[src/rtl/alu_sequencer.sv]
// Multi-cycle instruction sequencer: fetches from an external ROM, drives an ALU
// opcode, strobes register writes and resolves BNZ branches from the ALU flag.
module alu_sequencer #(
  parameter int PC_W = 10,
  parameter int IW   = 9
) (
  input  logic            Clk,
  input  logic            Reset,
  input  logic            Start,
  input  logic [IW-1:0]   Instr,
  input  logic            AluBranch,
  output logic [PC_W-1:0] ProgCtr,
  output logic [3:0]      AluOp,
  output logic [2:0]      RdAddr,
  output logic            RegWrEn,
  output logic            Ack,
  output logic [15:0]     InstrCnt
);

  typedef enum logic [2:0] {S_IDLE, S_FETCH, S_EXEC, S_WB, S_DONE} state_t;

  localparam logic [3:0] OP_BNZ  = 4'd9;
  localparam logic [3:0] OP_HALT = 4'd15;

  state_t          r_state;
  state_t          w_next;
  logic [IW-1:0]   r_ir;
  logic            r_br;
  logic [PC_W-1:0] r_pc;
  logic [15:0]     r_cnt;

  logic [3:0]      w_op;
  logic            w_halt;
  logic [PC_W-1:0] w_off;
  logic [PC_W-1:0] w_pc_inc;
  logic [PC_W-1:0] w_pc_br;

  assign w_op     = r_ir[8:5];
  assign w_halt   = (w_op == OP_HALT);
  assign w_pc_inc = r_pc + PC_W'(1);
  assign w_pc_br  = r_pc + w_off;

  // Sign-extend (or truncate, for tiny PCs) the 5-bit branch offset to PC width.
  generate
    if (PC_W > 5) begin : g_off_ext
      assign w_off = {{(PC_W-5){r_ir[4]}}, r_ir[4:0]};
    end else if (PC_W == 5) begin : g_off_eq
      assign w_off = r_ir[4:0];
    end else begin : g_off_trunc
      assign w_off = r_ir[PC_W-1:0];
    end
  endgenerate

  always_ff @(posedge Clk) begin
    if (Reset) begin
      r_state <= S_IDLE;
    end else begin
      r_state <= w_next;
    end
  end

  always_comb begin
    w_next = r_state;
    case (r_state)
      S_IDLE:  if (Start) w_next = S_FETCH;
      S_FETCH: w_next = S_EXEC;
      S_EXEC:  w_next = w_halt ? S_DONE : S_WB;
      S_WB:    w_next = S_FETCH;
      S_DONE:  if (!Start) w_next = S_IDLE;
      default: w_next = S_IDLE;
    endcase
  end

  always_comb begin
    AluOp   = 4'd0;
    RegWrEn = 1'b0;
    Ack     = 1'b0;
    if ((r_state == S_EXEC || r_state == S_WB) && w_op <= OP_BNZ) begin
      AluOp = w_op;
    end
    if (r_state == S_WB && w_op < OP_BNZ) begin
      RegWrEn = 1'b1;
    end
    // Done is known as soon as HALT reaches EXEC.
    if (r_state == S_DONE || (r_state == S_EXEC && w_halt)) begin
      Ack = 1'b1;
    end
  end

  always_ff @(posedge Clk) begin
    if (Reset) begin
      r_ir  <= '0;
      r_br  <= 1'b0;
      r_pc  <= '0;
      r_cnt <= '0;
    end else begin
      case (r_state)
        S_IDLE: begin
          if (Start) begin
            r_pc  <= '0;
            r_cnt <= '0;
          end
        end
        S_FETCH: r_ir <= Instr;
        S_EXEC:  r_br <= AluBranch;
        S_WB: begin
          r_pc <= (w_op == OP_BNZ && r_br) ? w_pc_br : w_pc_inc;
          if (r_cnt != 16'hFFFF) begin
            r_cnt <= r_cnt + 16'd1;
          end
        end
        default: ;
      endcase
    end
  end

  assign ProgCtr  = r_pc;
  assign RdAddr   = r_ir[4:2];
  assign InstrCnt = r_cnt;

endmodule

[config.mk]
export PLATFORM = sky130hd
export DESIGN_NAME = alu_sequencer
export DESIGN_NICKNAME = d
export VERILOG_FILES = /design/src/rtl/alu_sequencer.sv
export SDC_FILE = /design/constraint.sdc
export NUM_CORES = 1
export LEC_CHECK = 0
export BUFFER_PORTS_ARGS = -buffer_cell sky130_fd_sc_hd__buf_4
export CELL_PAD_IN_SITES_DETAIL_PLACEMENT = 0
export CELL_PAD_IN_SITES_GLOBAL_PLACEMENT = 1
export CORE_AREA = 2 2 105 66
export CTS_CLUSTER_SIZE = 14
export DETAILED_ROUTE_END_ITERATION = 10
export DIE_AREA = 0 0 107 68
export PLACE_DENSITY = 0.87
export RECOVER_POWER = 25
export SYNTH_ARGS = -nofsm -noshare
export SYNTH_HDL_FRONTEND = slang
export SYNTH_SLANG_ARGS = --single-unit
[constraint.sdc]
create_clock -name Clk -period 3.5 [get_ports Clk]
set_input_delay 0.175 -clock Clk [delete_from_list [all_inputs] [get_ports Clk]]
set_output_delay 0.175 -clock Clk [all_outputs]
set_load 0.005 [all_outputs]
* After elaboration in Yosys (flattened, before gate mapping)
Cells that the tools add are included.
** Storage, ports and cells
- Word-level logic and storage cells :: 44
- Output and inout bits :: 35
- Bits in registers :: 39
- Input bits :: 13
** Operators by class
- Add/sub/neg operators :: 3
- Equal/unequal tests :: 10
- Multiplexer cells :: 13
- Reduce and logical (&&, ||, !) cells :: 11
- Magnitude comparators :: 2
** Operator list (count)
- two-way mux 16 bit :: 2
- case mux 16 bit (2 select lines) :: 1
- two-way mux 10 bit :: 2
- case mux 10 bit (2 select lines) :: 1
- adder 16 x 1 -> 16 bit, second input constant :: 1
- != test 16 bit, second input constant :: 1
- case mux 3 bit (5 select lines) :: 1
- adder 10 x 1 -> 10 bit, second input constant :: 1
- adder 10 bit :: 1
- two-way mux 3 bit :: 3
- equality test 4 bit, second input constant :: 2
- equality test 3 x 2 -> 1 bit, second input constant :: 2
- <= comparator 4 bit, second input constant :: 1
- logical AND 1 bit :: 4
- less-than comparator 4 bit, second input constant :: 1
- two-way mux 4 bit :: 1
- != test 2 bit, second input constant :: 2
- AND reduction 2 bit :: 2
- equality test 3 x 1 -> 1 bit, second input constant :: 1
- equality test 3 bit, second input constant :: 1
- logical NOT 3 bit :: 1
- AND reduction 3 bit :: 1
- logical OR 1 bit :: 2
- two-way mux 1 bit :: 2
- other kinds (2) :: 2

* Depth between registers and ports, before layout
Gate-level depths: netlist of run 1.
- Depth in word-level cells :: 4
- Mapped depth :: 12
- Gate-level depth less buffers :: 11

* Worst setup path before layout of run 1
Ideal clock, no wire load.
- Path kind :: register to register
- From :: register r_ir[8]
- To :: register r_pc[8] (netlist: ProgCtr[8])
- Stages on the path, launching flop included :: 13
- Data arrival time :: 2.499 ns
- Path slack :: 0.881 ns
- Library setup time :: 0.120 ns
- Required time :: 3.380 ns
- Path buffers :: 1
- Period minus slack after synthesis :: 2.619 ns
- Path through :: dfxtp_1 > clkbuf_1 > nand3_1 > nor3_1 > nand2b_1 > ha_1 > inv_1 > fa_1 > nor2b_1 > o21ai_0 > a21boi_0 > o221a_2 > a211o_1
** Between the ends
- Cells in the longest elaborated chain, start to end :: 4
** Ends and longest elaborated chain
- start, declared :: RTL line 27 : logic [IW-1:0] r_ir;
- start signal, assigned :: RTL line 104 : S_FETCH: r_ir <= Instr;
- equality test 4 bit :: RTL line 107 : r_pc <= (w_op == OP_BNZ && r_br) ? w_pc_br : w_pc_inc;
- logical AND 1 bit :: RTL line 107
- two-way mux 10 bit :: RTL line 107
- case mux 10 bit (2 select lines) :: RTL line 97 : case (r_state)
- end signal, assigned :: RTL line 107
- end, declared :: RTL line 29 : logic [PC_W-1:0] r_pc;
Every way passes these cells.
A chain may end at the register's enable or synchronous reset.

* Worst setup path in the final report of run 1
- From :: register r_ir[8]
- To :: register r_pc[6] (netlist: ProgCtr[6])
Same word-level chain as after synthesis.

==> results of run 1 <==
## worst paths after layout
check,startpoint,end
setup / recovery,r_ir[8],ProgCtr[6]
hold / removal,Instr[7],r_ir[7]
setup reg to reg,r_ir[8],ProgCtr[6]
hold reg to reg,InstrCnt[5],InstrCnt[5]
## Yosys cell counts (all sizes together) (6+ instances only)
library cell  count  share of area [%]
clkbuf            9                1.3
buf              10                3.4
ha                7                3.5
o21ai            11                2.6
or3               8                2.2
nor3              6                1.2
nand3            13                2.6
dfxtp            39                 31
mux2i            18                7.1
a2111o            6                2.7
inv               9                1.3
nor2             28                4.9
nand2            32                4.8
a211oi            8                2.8
a21oi            21                4.2
## kinds of logic after synthesis
logic type / after synthesis / share of synthesized area, %
AOI/OAI and AO/OA: 81 / 24.9
xor gates and xnor gates: 2 / 0.695
adders and majority gates: 8 / 4.27
buffers and inverters: 29 / 6.25
DFF: 39 / 31.0
muxes: 18 / 7.15
and+or+nand+nor: 121 / 25.8
## cell type report
| cell class | count | share of cell area (%) |
|---|---|---|
| inverters | 10 | 1.27 |
| multi-input cells | 230 | 53.4 |
| clock buffers | 7 | 3.25 |
| clock inverters | 1 | 0.253 |
| well taps | 87 | 3.67 |
| flip-flops and latches | 39 | 26.3 |
| repair buffers | 47 | 11.9 |
## registers in the layout, indices dropped and copies added, names as in the netlist
name	count
InstrCnt	16
ProgCtr	10
r_br	1
r_ir	9
r_state	3
## power by group through the flow
stage	logic (mW)	clock network [mW]	registers [mW]
after floorplan	0.0998	0	0.470
after global placement	0.112	0	0.481
after detailed placement	0.113	0	0.481
after CTS	0.113	0.354	0.471
after global routing	0.124	0.376	0.474
final	0.113	0.347	0.471
## routing by layer
layer  GRT usage, %  wire length, um  vias up
met3           3.90              250        9
met4           5.03               72        0
met2           24.0             2580       40
li1               -                -     1177
met1           25.6             3240     1110
met5              0                0        -
## placed cells by master (no fill, tap or decap), types with 6 or more instances in the layout
cell type	netlist	final
a21oi_1	21	21
o21ai_0	7	7
nand3_1	13	13
nor2_1	25	25
nor3_1	6	6
buf_4	3	29
inv_1	9	9
a2111o_1	6	6
clkbuf_8	0	7
mux2i_1	18	18
a211oi_1	6	6
nand2_1	32	32
clkbuf_4	0	18
or3_1	7	7
ha_1	7	7
dfxtp_1	39	39
## worst max-delay path: stages, from the launching register on
cell and delay [ps]:
dfxtp_1 460, nand3_1 270, nor3_1 430, nand2b_1 100
ha_1 220, inv_1 70, fa_1 190, nor2b_1 60
o21ai_0 450, nand4_1 220, a2111oi_0 440, a311o_1 160
## through the flow
stage | instances | area, um2 | power (mW) | setup slack [ps] | utilization (%)
floorplan | 298 | 2520 | 0.570 | 881 | -
global placement | 413 | 2860 | 0.593 | 587 | 44.6
detailed placement | 413 | 2860 | 0.594 | 450 | 44.6
CTS | 421 | 2970 | 0.938 | 421 | 46.2
global route | 421 | 2970 | 0.974 | 30.1 | 46.2
finish | 421 | 2970 | 0.931 | 356 | 46.2
==> flow_metrics.env, run 1 <==
export IMPL_core_um2=6420
export IMPL_synth_seq_cells=39
export IMPL_grt_pass1_vias=1999
export IMPL_switching_share_pct=27.1
export IMPL_grt_util_all_layers_pct=17.1
export IMPL_antennaDiodeCount=0
export IMPL_hold_buffers=0
export IMPL_first_pass_iters=4
export IMPL_grt_pass1_wl_mm=9.87
export IMPL_critPathMaxFanout=9
export IMPL_avgRoutedWirePerCell_um=14.6
export IMPL_p_leak_nw=1.12
export IMPL_max_cap_violations=0
export IMPL_grt_setup_unrepaired="false"
export IMPL_numCtsBuffers=5
export IMPL_row_count=23
export IMPL_power_per_cell_area_nw_per_um2=314
export IMPL_hold_viol_final=0
export IMPL_setup_viol=0
export IMPL_cts_setup_buffers=0
export IMPL_gp_congestion=0.890
export IMPL_ys_warn_count=0
export IMPL_ff_latch_area_um2=781
export IMPL_yosys_most_used_dff="dfxtp_1"
export IMPL_antenna_found_initial=0
export IMPL_syn_num_nets=319
export IMPL_die_area_um2=7280
export IMPL_p_seq_share_pct=50.6
export IMPL_multiInputGateArea_um2=1580
export IMPL_die_width_um=107
export IMPL_wl_mm=6.14
export IMPL_timing_slew_headroom_pct=41.8
export IMPL_dp_hpwl_mm=4.54
export IMPL_synth_area_um2=2520
export IMPL_synth_distinct_cells=67
export IMPL_path_class="flop to flop"
export IMPL_tightest_slew_ps=870
export IMPL_fin_crit_ps=3140
export IMPL_clock_latency_ps=300
export IMPL_clock_sinks=39
export IMPL_final_nets=354
export IMPL_route_detailed_drc=0
export IMPL_max_freq_mhz=318
export IMPL_grt_overflow_total=0
export IMPL_finalSetupTns_ps=0
export IMPL_end_kind="flop"
export IMPL_area_growth_pct=17.7
export IMPL_fin_skew_ps=9.10
export IMPL_drive_gt1_share_pct=22.2
export IMPL_clk_pin_slew_ps=80
export IMPL_arrival_ps=3390
export IMPL_io_buffer_count=47
export IMPL_root_buffer="clkbuf_8"
export IMPL_p_comb_share_pct=12.2
export IMPL_synthArstFlopShare_pct=0
export IMPL_initial_core_util_pct=39.3
export IMPL_required_ps=3740
export IMPL_synth_cells=298
export IMPL_reg2reg_setup_slack_ps=360
export IMPL_htree_num_levels=2
export IMPL_drv_slew=0
export IMPL_grt_start_max_net_pins=34
export IMPL_peakVddDrop_v=0.000128
export IMPL_outcome="finished clean"
export IMPL_whs_path_depth=3
export IMPL_p_sw_mw=0.252
export IMPL_start_kind="flop"
export IMPL_fp_dieH_um=68
export IMPL_post_cts_resized=0
export IMPL_ys_seq_area_share_pct=31.0
export IMPL_fin_crit_sh_pct=89.8
export IMPL_power_frac_clock_pct=37.2
export IMPL_hold_class="input pin to flop"
export IMPL_tritoncts="done"
export IMPL_r2r_cells=11
export IMPL_drtIter0Drc=110
export IMPL_ioPinCount=48
export IMPL_avgSynthCellArea_um2=8.46
export IMPL_internal_power_mw=0.679
export IMPL_synth_edf_count=0
export IMPL_cts_buffer_depth=2
export IMPL_avgViaCountPerCell=5.55
export IMPL_fill_cells=640
export IMPL_via_count=2336
export IMPL_whs_ps=109
export IMPL_ant_nets=0
(Power assumes the default switching activity.)
==> run 2: changes to the inputs <==
ABC_AREA = 1   (was default)
CORE_AREA = 2 2 103 65   (was 2 2 105 66)
DIE_AREA = 0 0 105 67   (was 0 0 107 68)
==> run 2 against run 1 <==
Design area down 5.6%. First-iteration DRC count rose by 42%. Sequential power grew 5.1%. Critical path depth is 6 higher. Register-to-register slack improved by 790 ps. Sequential cell count is the same. Synthesized cell count up 13%. Combinational power grew 67%. Wire length increased by 0.68%. Largest cell class unchanged.
==> flow_metrics.env, run 2 <==
export IMPL_outcome="finished clean"
export IMPL_power_per_cell_area_nw_per_um2=390
export IMPL_ioPinCount=48
export IMPL_r2r_cells=17
export IMPL_synth_area_um2=2280
export IMPL_p_sw_mw=0.343
export IMPL_die_area_um2=7040
export IMPL_drv_slew=0
export IMPL_synth_most_common_cell="nand2_1"
export IMPL_clk_pin_slew_ps=90
export IMPL_ys_warn_count=0
export IMPL_antenna_found_initial=0
export IMPL_htree_num_levels=2
export IMPL_yosys_most_used_dff="dfxtp_1"
export IMPL_via_count=2317
export IMPL_power_frac_clock_pct=37.3
export IMPL_fp_dieH_um=67
export IMPL_switching_share_pct=31.4
export IMPL_synth_area_leaders="dfxtp_1, nand2_1, a21oi_1"
export IMPL_r2r_start="r_ir[8]"
export IMPL_post_cts_resized=0
export IMPL_area_growth_pct=23.0
export IMPL_route_detailed_drc=0
export IMPL_path_class="flop to flop"
export IMPL_core_um2=6000
export IMPL_max_cap_violations=0
export IMPL_ant_nets=0
export IMPL_first_pass_iters=4
export IMPL_grt_start_max_net_pins=20
export IMPL_tightest_slew_ps=518
export IMPL_mostFrequentLayoutCells="nand2_1, inv_1, dfxtp_1, nor2_1, a21oi_1"
export IMPL_numCtsBuffers=5
export IMPL_drive_gt1_share_pct=19.6
export IMPL_required_ps=3740
export IMPL_avgViaCountPerCell=4.96
export IMPL_grt_overflow_total=0
export IMPL_cts_buffer_depth=2
export IMPL_peakVddDrop_v=0.000149
export IMPL_ys_seq_area_share_pct=34.3
export IMPL_hold_viol_final=0
export IMPL_synth_edf_count=0
export IMPL_root_buffer="clkbuf_8"
export IMPL_critPathMaxFanout=5
export IMPL_die_width_um=105
export IMPL_start_kind="flop"
export IMPL_arrival_ps=2590
export IMPL_avgSynthCellArea_um2=6.77
export IMPL_final_common_cell="nand2_1"
export IMPL_setup_viol=0
export IMPL_final_nets=403
export IMPL_finalSetupTns_ps=0
export IMPL_synth_top_cell_area_share_pct=34.3
export IMPL_max_freq_mhz=425
export IMPL_gp_congestion=0.830
export IMPL_reg2reg_setup_slack_ps=1150
export IMPL_drtIter0Drc=156
export IMPL_initial_core_util_pct=37.9
export IMPL_grt_pass1_vias=2000
export IMPL_r2r_end="ProgCtr[8]"
export IMPL_cts_setup_buffers=0
export IMPL_place_detailed_instances=459
export IMPL_cpPeakStageDelay_ps=350
export IMPL_yosys_top_cells_count="nand2_1, inv_1, dfxtp_1, a21oi_1, nor2_1"
export IMPL_path_cells="nand2_1 > nor2_2 > nand2_1 > or2_2 > ha_1 > inv_1 > fa_1 > inv_1 > nand3_1 > nand2_1 > nand3_1 > nor2_1 > nand2_1 > nand2_1 > nand2_1 > nand3_1 > a21oi_1"
export IMPL_wl_mm=6.19
export IMPL_crit_slowest_cell="dfxtp_1"
export IMPL_avgRoutedWirePerCell_um=13.2
export IMPL_synthArstFlopShare_pct=0
export IMPL_fin_crit_ps=2350
export IMPL_tritoncts="done"
export IMPL_whs_path_depth=3
export IMPL_fin_crit_sh_pct=67.2
export IMPL_p_comb_share_pct=17.3
export IMPL_clock_latency_ps=310
export IMPL_synth_cells=336
export IMPL_syn_num_nets=357
export IMPL_largest_register_ffs=16
export IMPL_final_cells=467
export IMPL_hold_end="r_ir[0]"
export IMPL_row_count=22
export IMPL_timing_slew_headroom_pct=65.4
export IMPL_crit_top_cell="nand2_1"
export IMPL_end_kind="flop"
export IMPL_antennaDiodeCount=0
export IMPL_dp_hpwl_mm=4.61
export IMPL_io_buffer_count=47
export IMPL_yosysTopAreaCell="dfxtp_1"
export IMPL_p_seq_share_pct=45.3
export IMPL_grt_setup_unrepaired="false"
export IMPL_hold_class="input pin to flop"
export IMPL_internal_power_mw=0.749
export IMPL_hold_path_startpoint="Instr[0]"
export IMPL_synth_seq_cells=39
export IMPL_grt_pass1_wl_mm=10.1
export IMPL_synth_distinct_cells=36
export IMPL_fin_skew_ps=6.94
export IMPL_grt_util_all_layers_pct=18.3
export IMPL_hold_buffers=0
export IMPL_clock_sinks=39
export IMPL_p_leak_nw=1.24
[run 2: cell count changes in the layout (fill, tap and decap cells not counted), sizes merged, moves of 11 or more]
cell and delta:
a21oi +16, inv +41, mux2i -18, nand2 +36, nand3 +13, nor2 +11, o21ai +12
[run 2: power groups by stage]
stage	Combinational [mW]	Sequential, mW	Clock, mW
4_1_cts	0.191	0.495	0.407
5_1_grt	0.212	0.500	0.429
2_1_floorplan	0.137	0.499	0
3_3_place_gp	0.188	0.504	0
6_report	0.189	0.495	0.408
3_5_place_dp	0.191	0.505	0
[run 2: how the worst max path moves through the flow]
| stage | to | slack (ps) | startpoint |
|---|---|---|---|
| 2_1_floorplan | ProgCtr[8] | 1440 | r_ir[8] |
| 3_3_place_gp | ProgCtr[8] | 1320 | r_ir[8] |
| 3_5_place_dp | ProgCtr[8] | 1200 | r_ir[8] |
| 4_1_cts | ProgCtr[8] | 1170 | r_ir[8] |
| 5_1_grt | ProgCtr[8] | 860 | r_ir[8] |
| 6_report | ProgCtr[8] | 1150 | r_ir[8] |
[run 2: worst max-delay path, delay by kind of cell (launching register included)]
family / cells / cell delay [ps]
AO/OA/AOI/OAI: 1 / 120
buffers and inverters: 2 / 130
adder cells (fa/ha/maj): 2 / 360
AND/OR/NAND/NOR: 12 / 1300
flip-flops: 1 / 350
[run 2: area by class of cell]
type,count,area [um2]
Clock buffer,5,68.8
Clock inverter,3,47.5
Fill cell,669,3200
Inverter,50,193
Multi-Input combinational cell,238,1250
Sequential cell,39,781
Tap cell,84,105
Timing Repair Buffer,48,357
[run 2: metal layers]
layer | routed length [um] | vias up | track usage [%]
li1 | - | 1202 | -
met1 | 3450 | 1045 | 28.5
met2 | 2330 | 65 | 24.8
met3 | 356 | 5 | 4.01
met4 | 46 | 0 | 4.50
met5 | 0 | - | 0
[run 2: metrics by stage]
stage / hold WS, ps / power, mW / instance area, um2 / worst slack, ps / util, %
floorplan: 322 / 0.636 / 2280 / 1440 / -
global placement: 435 / 0.693 / 2690 / 1320 / 44.8
detailed placement: 443 / 0.696 / 2690 / 1200 / 44.8
CTS: 129 / 1.09 / 2800 / 1170 / 46.7
global route: 137 / 1.14 / 2800 / 860 / 46.7
finish: 128 / 1.09 / 2800 / 1150 / 46.7
[run 2: kinds of logic after synthesis]
kind of cell	count (synthesis)	synth area share, %
and+or+nand+nor	159	32.7
buffers and inverters	59	10.8
adders and majority gates	8	4.73
xor gates and xnor gates	3	1.15
AOI/OAI and AO/OA	68	16.3
DFF	39	34.3
